### config.mk
export PLATFORM = sky130hd
export DESIGN_NAME = lamp_monitor_flat
export DESIGN_NICKNAME = d
export VERILOG_FILES = /design/src/rtl/flash_pkg.sv /design/src/rtl/lamp_monitor_if.sv /design/src/rtl/lamp_monitor_thermo_decode.sv /design/src/rtl/lamp_monitor.sv /design/src/flat_wrapper.sv
export SDC_FILE = /design/constraint.sdc
export NUM_CORES = 1
export LEC_CHECK = 0
export CORE_UTILIZATION = 56
export DETAILED_ROUTE_END_ITERATION = 6
export GPL_ROUTABILITY_DRIVEN = 0
export PLACE_DENSITY = 0.88
export SYNTH_ARGS = -nofsm -noshare
export SYNTH_HDL_FRONTEND = slang
export SYNTH_SLANG_ARGS = --single-unit
### constraint.sdc
create_clock -name clk -period 7.6 [get_ports clk]
set_input_delay 0.76 -clock clk [delete_from_list [all_inputs] [get_ports clk]]
set_output_delay 0.76 -clock clk [all_outputs]
set_load 0.02 [all_outputs]
### src/rtl/flash_pkg.sv
// Shared constants and encodings for the bound-flasher lamp bus.
// Used by the lamp monitor and the flasher bench.
package flash_pkg;

  localparam int MX_LP = 16;
  localparam int LVL_W = 5;
  localparam int CNT_W = 8;

  localparam logic [LVL_W-1:0] LVL_ZERO = {LVL_W{1'b0}};
  localparam logic [LVL_W-1:0] LVL_ONE  = {{(LVL_W-1){1'b0}}, 1'b1};
  localparam logic [CNT_W-1:0] CNT_ONE  = {{(CNT_W-1){1'b0}}, 1'b1};
  localparam logic [CNT_W-1:0] CNT_MAX  = {CNT_W{1'b1}};

  typedef enum logic [1:0] {
    DIR_IDLE   = 2'b00,
    DIR_UP     = 2'b01,
    DIR_DOWN   = 2'b10,
    DIR_RESYNC = 2'b11
  } dir_e;

  typedef enum logic [1:0] {
    ERR_NONE   = 2'b00,
    ERR_THERMO = 2'b01,
    ERR_JUMP   = 2'b10,
    ERR_STALL  = 2'b11
  } err_e;

  // Thermometer pattern with the lowest n lamps lit.
  function automatic logic [MX_LP-1:0] lvl2lamp(input logic [LVL_W-1:0] n);
    logic [MX_LP:0] one;
    logic [MX_LP:0] t;
    one = {{MX_LP{1'b0}}, 1'b1};
    t   = (one << n) - one;
    return t[MX_LP-1:0];
  endfunction

endpackage

### src/rtl/lamp_monitor_if.sv
// Lamp bus observation interface: sampled lamp vector and decoded status.
interface lamp_monitor_if;
  import flash_pkg::*;

  logic [MX_LP-1:0] lamp;
  logic             err_clr;
  logic [LVL_W-1:0] lvl;
  dir_e             dir;
  logic             turn;
  logic [LVL_W-1:0] turn_lvl;
  logic             land;
  logic [CNT_W-1:0] land_cnt;
  logic             err;
  err_e             err_code;

  modport master (
    output lamp, err_clr,
    input  lvl, dir, turn, turn_lvl, land, land_cnt, err, err_code
  );

  modport slave (
    input  lamp, err_clr,
    output lvl, dir, turn, turn_lvl, land, land_cnt, err, err_code
  );

endinterface

### src/rtl/lamp_monitor_thermo_decode.sv
// Combinational thermometer decoder: legal when lamp is 2^n-1, lvl = n.
module thermo_decode
  import flash_pkg::*;
(
  input  logic [MX_LP-1:0] lamp,
  output logic             legal,
  output logic [LVL_W-1:0] lvl
);

  logic [MX_LP-1:0] inc_s;

  // A thermometer code has no set bit above its lowest zero; all-ones wraps to 0.
  always_comb begin
    inc_s = lamp + {{(MX_LP-1){1'b0}}, 1'b1};
    legal = ((lamp & inc_s) == {MX_LP{1'b0}});
    lvl   = LVL_ZERO;
    for (int i = 0; i < MX_LP; i++) begin
      lvl = lvl + LVL_W'(lamp[i]);
    end
  end

endmodule

### src/rtl/lamp_monitor.sv
// Lamp bus monitor: decodes fill level and direction, reports reversals,
// landings and protocol errors one cycle after each sample.
module lamp_monitor
  import flash_pkg::*;
(
  input logic           clk,
  input logic           rst_n,
  lamp_monitor_if.slave bus
);

  logic             legal_s;
  logic [LVL_W-1:0] n_s;

  logic             up1_s, dn1_s, same_s, zero_s;
  logic             err_det_s;
  err_e             new_code_s;

  dir_e             state_q, state_d;
  logic [LVL_W-1:0] prev_lvl_q, prev_lvl_d;
  logic             turn_q, turn_d;
  logic [LVL_W-1:0] turn_lvl_q, turn_lvl_d;
  logic             land_q, land_d;
  logic [CNT_W-1:0] land_cnt_q, land_cnt_d;
  logic             err_q, err_d;
  err_e             err_code_q, err_code_d;

  thermo_decode u_dec (
    .lamp  (bus.lamp),
    .legal (legal_s),
    .lvl   (n_s)
  );

  // Step comparator against the last legal level.
  always_comb begin
    up1_s  = (n_s == (prev_lvl_q + LVL_ONE));
    dn1_s  = (prev_lvl_q != LVL_ZERO) && (n_s == (prev_lvl_q - LVL_ONE));
    same_s = (n_s == prev_lvl_q);
    zero_s = (n_s == LVL_ZERO);
  end

  // Error classification; THERMO masks the step checks, RESYNC masks everything.
  always_comb begin
    err_det_s  = 1'b0;
    new_code_s = ERR_NONE;
    if (state_q == DIR_RESYNC) begin
      err_det_s = 1'b0;
    end else if (!legal_s) begin
      err_det_s  = 1'b1;
      new_code_s = ERR_THERMO;
    end else if (state_q == DIR_IDLE) begin
      if (!zero_s && (n_s != LVL_ONE)) begin
        err_det_s  = 1'b1;
        new_code_s = ERR_JUMP;
      end else begin
        err_det_s = 1'b0;
      end
    end else if (up1_s || dn1_s || (same_s && zero_s)) begin
      err_det_s = 1'b0;
    end else if (same_s) begin
      err_det_s  = 1'b1;
      new_code_s = ERR_STALL;
    end else begin
      err_det_s  = 1'b1;
      new_code_s = ERR_JUMP;
    end
  end

  // Next-state, pulse and status computation.
  always_comb begin
    state_d    = state_q;
    turn_d     = 1'b0;
    land_d     = 1'b0;
    turn_lvl_d = turn_lvl_q;
    land_cnt_d = land_cnt_q;
    prev_lvl_d = legal_s ? n_s : prev_lvl_q;

    if (err_det_s) begin
      state_d = DIR_RESYNC;
    end else begin
      case (state_q)
        DIR_IDLE: begin
          if (n_s == LVL_ONE) begin
            state_d = DIR_UP;
          end else begin
            state_d = DIR_IDLE;
          end
        end
        DIR_UP: begin
          if (dn1_s) begin
            state_d    = DIR_DOWN;
            turn_d     = 1'b1;
            turn_lvl_d = prev_lvl_q;
          end else begin
            state_d = DIR_UP;
          end
        end
        DIR_DOWN: begin
          if (dn1_s && zero_s) begin
            state_d    = DIR_IDLE;
            land_d     = 1'b1;
            land_cnt_d = (land_cnt_q == CNT_MAX) ? land_cnt_q : land_cnt_q + CNT_ONE;
          end else if (up1_s) begin
            state_d    = DIR_UP;
            turn_d     = 1'b1;
            turn_lvl_d = prev_lvl_q;
          end else begin
            state_d = DIR_DOWN;
          end
        end
        DIR_RESYNC: begin
          if (legal_s && zero_s) begin
            state_d = DIR_IDLE;
          end else begin
            state_d = DIR_RESYNC;
          end
        end
        default: begin
          state_d = DIR_RESYNC;
        end
      endcase
    end

    // A new error overrides a simultaneous clear and reloads the code.
    if (err_det_s) begin
      err_d      = 1'b1;
      err_code_d = (bus.err_clr || (err_code_q == ERR_NONE)) ? new_code_s : err_code_q;
    end else if (bus.err_clr) begin
      err_d      = 1'b0;
      err_code_d = ERR_NONE;
    end else begin
      err_d      = err_q;
      err_code_d = err_code_q;
    end
  end

  // State and status registers.
  always_ff @(posedge clk or negedge rst_n) begin
    if (!rst_n) begin
      state_q    <= DIR_IDLE;
      prev_lvl_q <= LVL_ZERO;
      turn_q     <= 1'b0;
      turn_lvl_q <= LVL_ZERO;
      land_q     <= 1'b0;
      land_cnt_q <= {CNT_W{1'b0}};
      err_q      <= 1'b0;
      err_code_q <= ERR_NONE;
    end else begin
      state_q    <= state_d;
      prev_lvl_q <= prev_lvl_d;
      turn_q     <= turn_d;
      turn_lvl_q <= turn_lvl_d;
      land_q     <= land_d;
      land_cnt_q <= land_cnt_d;
      err_q      <= err_d;
      err_code_q <= err_code_d;
    end
  end

  assign bus.lvl      = prev_lvl_q;
  assign bus.dir      = state_q;
  assign bus.turn     = turn_q;
  assign bus.turn_lvl = turn_lvl_q;
  assign bus.land     = land_q;
  assign bus.land_cnt = land_cnt_q;
  assign bus.err      = err_q;
  assign bus.err_code = err_code_q;

endmodule

### src/flat_wrapper.sv
// flat-port wrapper written by rule: the top's interface ports become plain ports
module lamp_monitor_flat import flash_pkg::*;
  (clk, rst_n, bus_lamp, bus_err_clr, bus_lvl, bus_dir, bus_turn, bus_turn_lvl, bus_land, bus_land_cnt, bus_err, bus_err_code);
  lamp_monitor_if bus_i ();
  input logic clk;
  input logic rst_n;
  input wire logic [$bits(bus_i.lamp)-1:0] bus_lamp;
  input wire logic [$bits(bus_i.err_clr)-1:0] bus_err_clr;
  output wire logic [$bits(bus_i.lvl)-1:0] bus_lvl;
  output wire logic [$bits(bus_i.dir)-1:0] bus_dir;
  output wire logic [$bits(bus_i.turn)-1:0] bus_turn;
  output wire logic [$bits(bus_i.turn_lvl)-1:0] bus_turn_lvl;
  output wire logic [$bits(bus_i.land)-1:0] bus_land;
  output wire logic [$bits(bus_i.land_cnt)-1:0] bus_land_cnt;
  output wire logic [$bits(bus_i.err)-1:0] bus_err;
  output wire logic [$bits(bus_i.err_code)-1:0] bus_err_code;
  assign bus_i.lamp = bus_lamp;
  assign bus_i.err_clr = bus_err_clr;
  assign bus_lvl = bus_i.lvl;
  assign bus_dir = bus_i.dir;
  assign bus_turn = bus_i.turn;
  assign bus_turn_lvl = bus_i.turn_lvl;
  assign bus_land = bus_i.land;
  assign bus_land_cnt = bus_i.land_cnt;
  assign bus_err = bus_i.err;
  assign bus_err_code = bus_i.err_code;
  lamp_monitor u_core (.clk(clk), .rst_n(rst_n), .bus(bus_i));
endmodule
* After elaboration in Yosys (flattened, before gate mapping)
Index checks and enable logic that the tools add are counted. W data, S select, Z words.
Cells by class: $add $sub $neg 19, multiply operators 0, divide/modulo/power cells 0, order comparisons 0, equality and inequality tests 13, shifts and indexed selects 0, mux-type cells 35, bitwise logic cells 3, reductions and logical operators 19
Operator list (number):
- $add A5 B1 Y5 | 11
- $mux W2 | 13
- $add A16 B1 Y16 const B | 1
- $and A16 B16 Y16 | 1
- $logic_not A16 Y1 | 1
- $mux W1 | 16
- $eq A5 B5 Y1 | 3
- $mux W5 | 3
- $pmux W5 S2 | 1
- $add A8 B1 Y8 const B | 1
- $eq A8 B8 Y1 const B | 1
- $pmux W2 S4 | 1
- $add A4 B1 Y5 | 1
- $add A5 B1 Y5 const B | 1
- $eq A5 B1 Y1 const B | 1
- $logic_and A1 B1 Y1 | 5
- $logic_not A5 Y1 | 1
- $ne A5 B1 Y1 const B | 1
- $reduce_and A5 Y1 | 1
- $reduce_bool A5 Y1 | 1
- $sub A5 B1 Y5 const B | 1
- $add A3 B1 Y4 | 1
- $eq A2 B2 Y1 const B | 2
- $logic_not A2 Y1 | 2
- other kinds (12) | 18
Word-level totals: register bits 25, bits in latches 0, memory bits (writable) 0, memory bits (read-only) 0, input port bits 19, output and inout bits 25, logic and storage cells 97, memories 0

* Depth between registers and ports, before layout
Gate-level depths: netlist (run 1).
depth after elaboration 25, mapped depth 17, gate-level depth less buffers 16

* Cells and area by module
Synthesis (run 1) repeated with hierarchy kept, for this count alone.
Unflattened totals: cell total of the unflattened synthesis 216, area, all modules 2087.0 µm²
Modules (own cells, without submodules):
- lamp_monitor | instances 1, cells each 143, area each 1497.7 µm², seq. area each 625.6 µm²
- thermo_decode | instances 1, cells each 73, area each 589.3 µm², seq. area each 0.0 µm²

* Worst setup path after synthesis (run 1)
OpenSTA, ideal clock, no wires.
kind input -> register, from input bus_lamp[0], to register u_core.land_cnt_q[5] (netlist: u_core.bus.land_cnt[5]), setup time 0.080 ns, data arrival time 5.419 ns, required time 7.520 ns, setup slack 2.101 ns, stages 15, path buffers 0, cell sequence inv_1 > fa_1 > fa_1 > fa_1 > fa_1 > inv_1 > ha_1 > fa_1 > or4_1 > a2bb2oi_1 > a32o_1 > or4_1 > a211o_1 > and3b_1 > xor2_1
On the way: cells in the longest elaborated chain, start to end 25, elaborated cells on any way between the ends 37, classes of those cells add/sub (16); eq/ne (4); mux (5); bitwise (2); reduce/logical (10)
Ends and longest elaborated chain:
- start, declared | line flat_wrapper.sv:7 | input wire logic [$bits(bus_i.lamp)-1:0] bus_lamp;
- $add A1 B1 Y2 | line lamp_monitor_thermo_decode.sv:18 | lvl = lvl + LVL_W'(lamp[i]);
- $add A2 B1 Y3 | line lamp_monitor_thermo_decode.sv:18
- $add A3 B1 Y4 | line lamp_monitor_thermo_decode.sv:18
- $add A4 B1 Y5 | line lamp_monitor_thermo_decode.sv:18
- $add A5 B1 Y5 (11 in series) | line lamp_monitor_thermo_decode.sv:18
- $eq A5 B5 Y1 | line lamp_monitor.sv:36 | dn1_s = (prev_lvl_q != LVL_ZERO) && (n_s == (prev_lvl_q - LVL_ONE));
- $logic_and A1 B1 Y1 | line lamp_monitor.sv:36
- $logic_or A1 B1 Y1 (2 in series) | line lamp_monitor.sv:57 | end else if (up1_s || dn1_s || (same_s && zero_s)) begin
- $mux W1 | line lamp_monitor.sv:57
- $mux W1 | line lamp_monitor.sv:50 | end else if (state_q == DIR_IDLE) begin
- $mux W1 | line lamp_monitor.sv:47 | end else if (!legal_s) begin
- $mux W1 | line lamp_monitor.sv:45 | if (state_q == DIR_RESYNC) begin
- $not A1 Y1 (no line)
- $reduce_and A4 Y1 (no line) (*)
- end signal, assigned | line lamp_monitor.sv:144 | land_cnt_q <= {CNT_W{1'b0}};
- end signal, assigned | line lamp_monitor.sv:153 | land_cnt_q <= land_cnt_d;
- end, declared | line lamp_monitor.sv:23 | logic [CNT_W-1:0] land_cnt_q, land_cnt_d;
Mark *: on every way between the ends. The rest lies on a longest branch, timed or not. A chain may end at the register's enable or synchronous reset.

* Worst setup path after layout (run 1)
from input bus_lamp[5], to register u_core.turn_lvl_q[4] (netlist: u_core.bus.turn_lvl[4])
On the way: cells in the longest elaborated chain, start to end 21, elaborated cells on any way between the ends 36, classes of those cells add/sub (12); eq/ne (7); mux (5); bitwise (2); reduce/logical (10)
Ends and longest elaborated chain:
- $add A5 B1 Y5 (*) (11 in series) | line lamp_monitor_thermo_decode.sv:18
- net u_core.n_s[1] | line lamp_monitor.sv:12 | logic [LVL_W-1:0] n_s;
- $eq A5 B5 Y1 | line lamp_monitor.sv:36
- $logic_and A1 B1 Y1 | line lamp_monitor.sv:36
- $logic_or A1 B1 Y1 (2 in series) | line lamp_monitor.sv:57
- $mux W1 | line lamp_monitor.sv:57
- $mux W1 | line lamp_monitor.sv:50
- $mux W1 | line lamp_monitor.sv:47
- $mux W1 | line lamp_monitor.sv:45
- $not A1 Y1 (no line)
- $reduce_and A5 Y1 (no line) (*)
- end signal, assigned | line lamp_monitor.sv:151 | turn_lvl_q <= turn_lvl_d;
- end, declared | line lamp_monitor.sv:21 | logic [LVL_W-1:0] turn_lvl_q, turn_lvl_d;
The timed path passes the listed nets; every way through them passes the cells marked *.

==> results of run 1 <==
-- layout make-up --
type / instances / area share
clock inverter: 1 / 0.00189
tap: 48 / 0.0227
inverter: 31 / 0.0439
sequential: 25 / 0.236
timing repair buffer: 44 / 0.165
multi-input combinational: 158 / 0.514
clock buffer: 3 / 0.0156
-- layer usage --
layer | up-vias | routed length, um | GRT usage | share of wire
met4 | 0 | 47 | 0.0767 | 0.011
met2 | 36 | 2170 | 0.404 | 0.49
met1 | 827 | 1990 | 0.321 | 0.45
li1 | 864 | - | - | -
met3 | 6 | 175 | 0.0417 | 0.040
met5 | - | 0 | 0 | 0
-- through the flow --
stage / worst slack, ns / hold slack, ns
4_1_cts: 1.51 / 0.517
3_3_place_gp: 1.34 / 0.494
5_1_grt: 1.21 / 0.538
2_1_floorplan: 2.10 / 0.464
6_report: 1.50 / 0.514
3_5_place_dp: 1.24 / 0.499
-- registers in the layout, summed over array words and instances, names as in the netlist --
register             cells
u_core.bus.err           1
u_core.bus.dir           2
u_core.bus.turn_lvl      5
u_core.bus.land_cnt      8
u_core.bus.err_code      2
u_core.bus.lvl           5
u_core.bus.land          1
u_core.bus.turn          1
-- cells in the mapped netlist, types with 2 or more instances --
| cell type | n |
|---|---|
| nand2_1 | 10 |
| xor2_1 | 6 |
| a21oi_1 | 4 |
| nand3_1 | 7 |
| ha_1 | 14 |
| nand4_1 | 5 |
| a211o_1 | 2 |
| or2_2 | 2 |
| o21ai_0 | 7 |
| nor2b_1 | 7 |
| inv_1 | 31 |
| clkbuf_1 | 5 |
| a211oi_1 | 4 |
| a32o_1 | 3 |
| a21o_1 | 3 |
| o211ai_1 | 2 |
| xnor2_1 | 12 |
| a22oi_1 | 2 |
| nor3_1 | 3 |
| fa_1 | 10 |
| a2111oi_0 | 2 |
| and3_1 | 3 |
| dfrtp_1 | 25 |
| mux2_2 | 10 |
| nand2b_1 | 3 |
| or4_1 | 2 |
| a31oi_1 | 2 |
| nor2_1 | 8 |
-- worst max-delay path, delay by kind of cell --
family                     cells  cell delay, ns
AOI/OAI and AO/OA              4            1.26
muxes                          1            0.38
adders and majority gates      6            2.80
and+or+nand+nor                2            0.37
buffers and inverters          3            0.68
-- cells by family after synthesis --
family	after synthesis	synth area share
mux	11	0.0575
fa+ha+maj	24	0.176
flops	25	0.293
simple gates	59	0.158
buf+inv	38	0.0675
compound gates	45	0.162
xor+xnor	19	0.0851
-- power groups by stage --
stage | Combinational [mW] | Clock [mW] | Sequential [mW]
after detailed placement | 0.523 | 0 | 0.183
after floorplan | 0.369 | 0 | 0.204
after global placement | 0.511 | 0 | 0.181
final | 0.527 | 0.0776 | 0.180
after CTS | 0.526 | 0.0812 | 0.180
after global routing | 0.579 | 0.0890 | 0.183
-- worst max-delay path by stage --
stage	depth (start not counted)	slack, ns	end	from
after floorplan	15	2.10	u_core.bus.land_cnt[5]	bus_lamp[0]
after global placement	16	1.34	u_core.bus.land_cnt[5]	bus_lamp[0]
after detailed placement	16	1.24	u_core.bus.turn_lvl[4]	bus_lamp[0]
after CTS	16	1.51	u_core.bus.turn_lvl[4]	bus_lamp[0]
after global routing	16	1.21	u_core.bus.turn_lvl[1]	bus_lamp[0]
final	16	1.50	u_core.bus.turn_lvl[4]	bus_lamp[5]
==> run metrics, run 1 <==
placed cell count roughly 310; via count 1,733; Design Area, Final 2650 um2; top cell type's share of synthesized area 0.293; antenna viol nets, final 0; Max-Cap Viols 0; register area share after synthesis 0.293; Clk network pwr share 0.099; Crit Path Class input port to register; PD cells 296 nW/um2; Tmin final 6.10 ns; diode count 0; Die Y approximately 64 um; Critical Path RT 7.75 ns; clk_lat worst skew 0.27 ns; #FFs+latches synth 25; DR WL/cell 14.1 um; CTS tree built; setup tns final 0 ns; outcome complete, no violations; # Post-CTS Setup Buffers 0; Multi-input gate area around 1400 um2; Clock Tree Buf Depth 2; nets 306; Post-synth ARST share 1.00; dominant cells by area after synthesis dfrtp_1, fa_1, ha_1, inv_1, mux2_2; initial drt markers 65; Via density 5.59; final setup fails 0; largest net degree at the start of global routing 26; Area Growth Syn to Fin 24.2%; clk root buf clkbuf_8; Tot Pwr 785 uW; share of cells above drive strength 1 0.0840; CTS Hold Buffers Added 0; Synth area leader dfrtp_1; drt total wl 4380 um; Hold Path End u_core.bus.turn_lvl[0]; worst min-delay path startpoint u_core.bus.turn_lvl[0]; Pint 437 uW; DRC 0; most common cell after layout, fill and taps aside clkdlybuf4s50_1; Post-Syn Area 2130 um2; hold path cells 1; Post-Layout Cell Count 310; CTS Sinks 25; core footprint 3660 um2; Hold WC Path Type register to register; first-pass GRT wire length approximately 7800 um; Netlist cell types 55; H-Tree Depth 1; worst reg2reg endpoint u_core.bus.turn_lvl[4]; P_leak 1.19 nW; initial antenna violation count 0; Slew HR 0.265; vias in the first global route about 1,700; HPWL after DPL 3460 um; sequential cell area 626 um2; drt first pass iters 4; most frequent cells in the layout clkdlybuf4s50_1, inv_1, dfrtp_1; final core utilization 0.724; Seq pwr share 0.229; nature of the critical path endpoint register; Max Slew Vio Count 0; clock-pin slew of the registers on the worst-case setup and hold paths 0.08 ns; CP Max Fanout 6; cts bufs inserted 3; R2R cell count 9; Post-DP Area 2600 um2; Max VDD drop 191 uV; Die ar. 4060 um2; Fillers 276; Worst path most repeated cell fa_1; Fin Clk Skew 0.00825 ns; Mapped Avg Cell Area between 9 and 10 um2; sw power between 300 and 400 uW; Worst path slowest cell fa_1; Max Clk Rate between 150 and 200 MHz; Comb pwr share 0.672; PostCTS Resize Cnt 0; dominant synthesized flop cell dfrtp_1; Gate Count Post-Synth 221; fin crit share 0.803; Yosys warning total 0; Die Wd between 60 and 70 um; RSZ-0062 raised after global routing false; Port Buffers 43; initial core utilization 0.582; synthesized net count 264; crit-path cells clkdlybuf4s50_1 -> inv_1 -> fa_1 -> fa_1 -> fa_1 -> fa_1 -> inv_1 -> ha_1 -> fa_1 -> or4_1 -> a2bb2oi_1 -> nor2_1 -> a41oi_1 -> a31oi_1 -> o221ai_2 -> mux2_2; slowest stage delay, CP between 0.6 and 0.7 ns; Switching Share 0.444; worst r2r src u_core.bus.lvl[0]; # IOs 44; pin slew with the least headroom to its limit 1.10 ns; GRT Overall Usage 0.244; Critical Path AT between 6 and 7 ns; Worst setup SP type input port; Final Hold Vio Count 0; reg2reg setup slack 4.65 ns; Post-synth EDFFs 0; row cnt 22; gr ovfl total 0
Note: power is estimated with default switching activity, not from simulation.
==> inputs of run 2 (changes only) <==
--- a/config.mk
+++ b/config.mk
@@ -5,10 +5,10 @@
 export SDC_FILE = /design/constraint.sdc
 export NUM_CORES = 1
 export LEC_CHECK = 0
-export CORE_UTILIZATION = 56
+export CORE_UTILIZATION = 52
 export DETAILED_ROUTE_END_ITERATION = 6
 export GPL_ROUTABILITY_DRIVEN = 0
-export PLACE_DENSITY = 0.88
+export PLACE_DENSITY = 0.83
 export SYNTH_ARGS = -nofsm -noshare
 export SYNTH_HDL_FRONTEND = slang
 export SYNTH_SLANG_ARGS = --single-unit
==> constraint.sdc (replaced) <==
create_clock -name clk -period 6.2 [get_ports clk]
set_input_delay 0.62 -clock clk [delete_from_list [all_inputs] [get_ports clk]]
set_output_delay 0.62 -clock clk [all_outputs]
set_load 0.02 [all_outputs]
==> run 2 against run 1 <==
Compared with the run above: die area grew 7.4%; sequential power is 22% higher; critical path depth unchanged; clock power grew 28%; wire length rose by 1.6%; first-iteration DRC count grew 71%.
==> run metrics, run 2 (synthesis results as in run 1) <==
outcome complete, no violations (unchanged); final core utilization 0.709 (was 0.724); Slew HR 0.246 (was 0.265); core footprint 3800 um2 (was 3660 um2); nets 312 (was 306); final worst-path setup slack 0.329 ns (was 1.50 ns); HPWL after DPL 3490 um (was 3460 um); Tot Pwr 1.01 mW (was 785 uW); Design Area, Final 2690 um2 (was 2650 um2); clk root buf clkbuf_8 (unchanged); largest net degree at the start of global routing 26 (unchanged); Post-DP Area 2650 um2 (was 2600 um2); drt total wl 4450 um (was 4380 um); Fin Clk Skew 0.0134 ns (was 0.00825 ns); initial drt markers 111 (was 65); Max Clk Rate 170 MHz; Final Hold Vio Count 0 (unchanged); cts bufs inserted 3 (unchanged); CTS tree built (unchanged); initial core utilization 0.561 (was 0.582); pin slew with the least headroom to its limit 1.13 ns (was 1.10 ns); vias in the first global route 1,746 (was 1,698); setup tns final 0 ns (unchanged); Via density 5.66 (was 5.59); Worst setup SP type input port (unchanged); Post-Layout Cell Count 316 (was 310); worst reg2reg endpoint u_core.bus.turn_lvl[1] (was u_core.bus.turn_lvl[4]); most common cell after layout, fill and taps aside clkdlybuf4s50_1 (unchanged); initial antenna violation count 0 (unchanged); first-pass GRT wire length 7720 um (was 7780 um); worst min-delay path startpoint u_core.bus.turn_lvl[0] (unchanged); Die ar. 4360 um2 (was 4060 um2); clock-pin slew of the registers on the worst-case setup and hold paths 0.10 ns (was 0.08 ns); Die Y 66.0 um (was 63.7 um); Hold Path End u_core.bus.turn_lvl[0] (unchanged); share of cells above drive strength 1 0.104 (was 0.0840); # Post-CTS Setup Buffers 0 (unchanged); PostCTS Resize Cnt 0 (unchanged); reg2reg setup slack 3.59 ns (was 4.65 ns); R2R cell count 10 (was 9); DR WL/cell 14.1 um (about the same); Critical Path AT 6.08 ns (was 6.26 ns); CP Max Fanout 6 (unchanged); Max-Cap Viols 0 (unchanged); Die Wd 66.0 um (was 63.7 um); # IOs 44 (unchanged); most frequent cells in the layout clkdlybuf4s50_1, inv_1, dfrtp_1 (unchanged); clk_lat worst skew 0.28 ns (was 0.27 ns); diode count 0 (unchanged); Tmin final 5.87 ns; hold path cells 1 (unchanged); antenna viol nets, final 0 (unchanged); fin crit share 0.947; Max VDD drop 234 uV (was 191 uV); CTS Hold Buffers Added 0 (unchanged); placed cell count 312 (was 306); Clock Tree Buf Depth 2 (unchanged); WHS 0.514 ns (about the same); row cnt 22 (unchanged); RSZ-0062 raised after global routing false (unchanged); via count 1,787 (was 1,733); worst r2r src u_core.bus.lvl[0] (unchanged); Fillers 302 (was 276); Crit Path Class input port to register (unchanged); gr ovfl total 0 (unchanged); Max Slew Vio Count 0 (unchanged); Largest register FFs 8 (unchanged); P_leak 1.22 nW (was 1.19 nW); Hold WC Path Type register to register (unchanged); final setup fails 0 (unchanged); H-Tree Depth 1 (unchanged); GRT Overall Usage 0.228 (was 0.244); Area Growth Syn to Fin 26.3% (was 24.2%); drt first pass iters 4 (unchanged); PD cells 375 nW/um2 (was 296 nW/um2); Post-Place Setup Slack 0.0464 ns (was 1.24 ns); nature of the critical path endpoint register (unchanged); CTS Sinks 25 (unchanged); Critical Path RT 6.41 ns (was 7.75 ns); DRC 0 (unchanged); Port Buffers 43 (unchanged)
[run 2: power by group]
part	leakage [nW]	total, mW	switching (mW)	internal, mW
combinational	0.881	0.691	0.354	0.337
clock	0.0255	0.0990	0.0539	0.0450
sequential	0.317	0.219	0.0278	0.191
total	1.22	1.01	0.436	0.573
[run 2: cell type report]
class	instances	area (um2)	area share
well taps	48	60.1	0.0223
clock buffers	3	41.3	0.0153
multi-input cells	158	1360	0.506
clock inverters	1	5.00	0.00186
repair buffers	50	483	0.179
flip-flops and latches	25	626	0.232
inverters	31	116	0.0432
[run 2: how the worst max path moves through the flow]
| stage | from | endpoint | depth (start not counted) |
|---|---|---|---|
| 2_1_floorplan | bus_lamp[0] | u_core.bus.land_cnt[5] | 15 |
| 3_3_place_gp | bus_lamp[5] | u_core.bus.land_cnt[5] | 16 |
| 3_5_place_dp | bus_lamp[5] | u_core.bus.land_cnt[3] | 16 |
| 4_1_cts | bus_lamp[0] | u_core.bus.land_cnt[3] | 16 |
| 5_1_grt | bus_lamp[0] | u_core.bus.land_cnt[3] | 16 |
| 6_report | bus_lamp[0] | u_core.bus.land_cnt[3] | 16 |
[run 2: worst max-delay path, cell delays in order]
cell	delay [ns]
clkdlybuf4s50_1	0.50
inv_1	0.09
fa_1	0.60
fa_1	0.46
fa_1	0.48
fa_1	0.49
inv_1	0.04
ha_1	0.21
fa_1	0.48
or4_1	0.50
a2bb2oi_1	0.20
a32o_1	0.23
or4_1	0.39
a211o_1	0.36
nor3b_2	0.23
xor2_1	0.17
[run 2: layer usage]
layer	track usage	wire length, um	vias up
li1	-	-	877
met1	0.312	2080	850
met2	0.375	2150	50
met3	0.0397	164	10
met4	0.0585	57	0
met5	0	0	-
==> inputs of run 3 (changes only) <==
--- a/config.mk
+++ b/config.mk
@@ -8,7 +8,7 @@
 export CORE_UTILIZATION = 52
 export DETAILED_ROUTE_END_ITERATION = 6
 export GPL_ROUTABILITY_DRIVEN = 0
-export PLACE_DENSITY = 0.83
+export PLACE_DENSITY_LB_ADDON = 0.08
 export SYNTH_ARGS = -nofsm -noshare
 export SYNTH_HDL_FRONTEND = slang
 export SYNTH_SLANG_ARGS = --single-unit
==> run 3 against run 2 <==
Compared with the run above: wire length up 6.0%; sequential cell count unchanged; final area up 0.51%; clock-buffer cell count unchanged; sequential share of layout area down 0.12 points; critical path depth unchanged; power up 3.5%; clock power up 5%; register-to-register slack worse by 0.23 ns; largest power group unchanged.
==> run metrics, run 3 (synthesis results as in run 1) <==
# Post-CTS Setup Buffers 0 (unchanged); antenna viol nets, final 0 (unchanged); Die Y 66.0 um (unchanged); clock-pin slew of the registers on the worst-case setup and hold paths 0.10 ns (about the same); H-Tree Depth 1 (unchanged); largest net degree at the start of global routing 26 (unchanged); initial antenna violation count 0 (unchanged); final setup fails 0 (unchanged); Worst path slowest cell fa_1 (unchanged); Slew HR 0.631 (was 0.246); CP delay by family, top adder cells (unchanged); Die Wd 66.0 um (unchanged); most common cell after layout, fill and taps aside clkdlybuf4s50_1 (unchanged); clk_lat worst skew 0.27 ns (was 0.28 ns); Die ar. 4360 um2 (unchanged); drt total wl 4720 um (was 4450 um); WHS 0.513 ns (was 0.514 ns); CTS Hold Buffers Added 0 (unchanged); WP buf/inv 3 (unchanged); share of cells above drive strength 1 0.112 (was 0.104); Crit Path Class input port to register (unchanged); Worst setup SP type input port (unchanged); Fin Clk Skew 0.00356 ns (was 0.0134 ns); P_leak 1.23 nW (was 1.22 nW); pin slew with the least headroom to its limit 0.552 ns (was 1.13 ns); nets 313 (was 312); clk root buf clkbuf_8 (unchanged); GRT Overall Usage 0.234 (was 0.228); Clock Tree Buf Depth 2 (unchanged); CTS Sinks 25 (unchanged); first-pass GRT wire length 7790 um (was 7720 um); met1 Usage GRT 0.342 (was 0.312); CTS tree built (unchanged); Final Hold Vio Count 0 (unchanged); busiest grt layer met2 (unchanged); Max VDD drop 249 uV (was 234 uV); drt first pass iters 4 (unchanged); core footprint 3800 um2 (unchanged); crit-path cells clkdlybuf4s50_1 -> inv_1 -> fa_1 -> fa_1 -> fa_1 -> fa_1 -> inv_1 -> ha_1 -> fa_2 -> or4_1 -> a2bb2oi_1 -> a32o_1 -> or4_1 -> a211o_1 -> and3b_1 -> xor2_1 (was clkdlybuf4s50_1 -> inv_1 -> fa_1 -> fa_1 -> fa_1 -> fa_1 -> inv_1 -> ha_1 -> fa_1 -> or4_1 -> a2bb2oi_1 -> a32o_1 -> or4_1 -> a211o_1 -> nor3b_2 -> xor2_1); most frequent cells in the layout clkdlybuf4s50_1, inv_1, dfrtp_1 (unchanged); met3 GRT Util 0.0379 (was 0.0397); Area Growth Syn to Fin 27.0% (was 26.3%); diode count 0 (unchanged); CP Max Fanout 6 (unchanged); slowest stage delay, CP 0.57 ns (was 0.60 ns); HPWL after DPL 3680 um (was 3490 um); Max Clk Rate 171 MHz (was 170 MHz); DRC 0 (unchanged); Largest register FFs 8 (unchanged); outcome complete, no violations (unchanged); Via density 5.56 (was 5.66); Critical Path RT 6.40 ns (was 6.41 ns); row cnt 22 (unchanged); cts bufs inserted 3 (unchanged); setup tns final 0 ns (unchanged); gr ovfl total 0 (unchanged); DR WL/cell 14.9 um (was 14.1 um); via count 1,763 (was 1,787); Max Slew Vio Count 0 (unchanged); # IOs 44 (unchanged); initial core utilization 0.561 (unchanged); Port Buffers 43 (unchanged); routing usage on met2 0.369 (was 0.375); initial drt markers 91 (was 111); reg2reg setup slack 3.36 ns (was 3.59 ns); Worst path most repeated cell fa_1 (unchanged); nature of the critical path endpoint register (unchanged); Max-Cap Viols 0 (unchanged); Critical Path AT 6.03 ns (was 6.08 ns); Hold WC Path Type register to register (unchanged); vias in the first global route 1,669 (was 1,746); RSZ-0062 raised after global routing false (unchanged); Tmin final 5.84 ns (was 5.87 ns); fin crit share 0.941 (was 0.947); PD cells 386 nW/um2 (was 375 nW/um2)
run 3: changes by cell type in the layout (fill, tap and decap cells not counted), sizes merged:
cell / previous run / this run
clkinv: 1 / 0
buf: 7 / 8
inv: 31 / 32
run 3: cell type report:
class	count	area, um2
tap	48	60.1
timing repair buffer	51	490
clock inverter	1	8.76
inverter	31	116
fill	302	1090
multi-input combinational	158	1370
sequential	25	626
clock buffer	3	41.3
run 3: metrics by stage:
| stage | cells | worst slack, ns | utilization | power, mW | cell area, um2 |
|---|---|---|---|---|---|
| after global placement | 313 | 0.162 | 0.699 | 0.918 | 2660 |
| after detailed placement | 313 | 0.0185 | 0.699 | 0.930 | 2660 |
| after CTS | 317 | 0.294 | 0.712 | 1.04 | 2710 |
| final | 317 | 0.365 | 0.713 | 1.04 | 2710 |
| after global routing | 317 | 0.0983 | 0.713 | 1.12 | 2710 |
| after floorplan | 221 | 0.841 | - | 0.702 | 2130 |
run 3: timing repair:
action                                 in CTS  in global routing
setup endpoints to repair                   0                  1
resized for setup                           0                  1
endpoints found under the hold margin       0                  0
run 3: path summary, 6_finish.rpt:
check | cells after the start | from | end
max in group asynchronous | 2 | rst_n | u_core.bus.land_cnt[1]
min | 1 | u_core.bus.turn_lvl[4] | u_core.bus.turn_lvl[4]
max | 16 | bus_lamp[5] | u_core.bus.land_cnt[5]
min in group asynchronous | 2 | rst_n | u_core.bus.lvl[3]
min reg2reg | 1 | u_core.bus.turn_lvl[4] | u_core.bus.turn_lvl[4]
max reg2reg | 10 | u_core.bus.lvl[0] | u_core.bus.land_cnt[5]
run 3: report_power, final:
group          switching, mW  internal [mW]
registers             0.0285          0.191
logic                  0.371          0.350
clock network         0.0573         0.0472
total                  0.457          0.588
run 3: metal layers:
metal,vias up,wire [um]
met5,-,0
met2,45,2160
met3,4,234
met4,0,35
li1,875,-
met1,839,2290
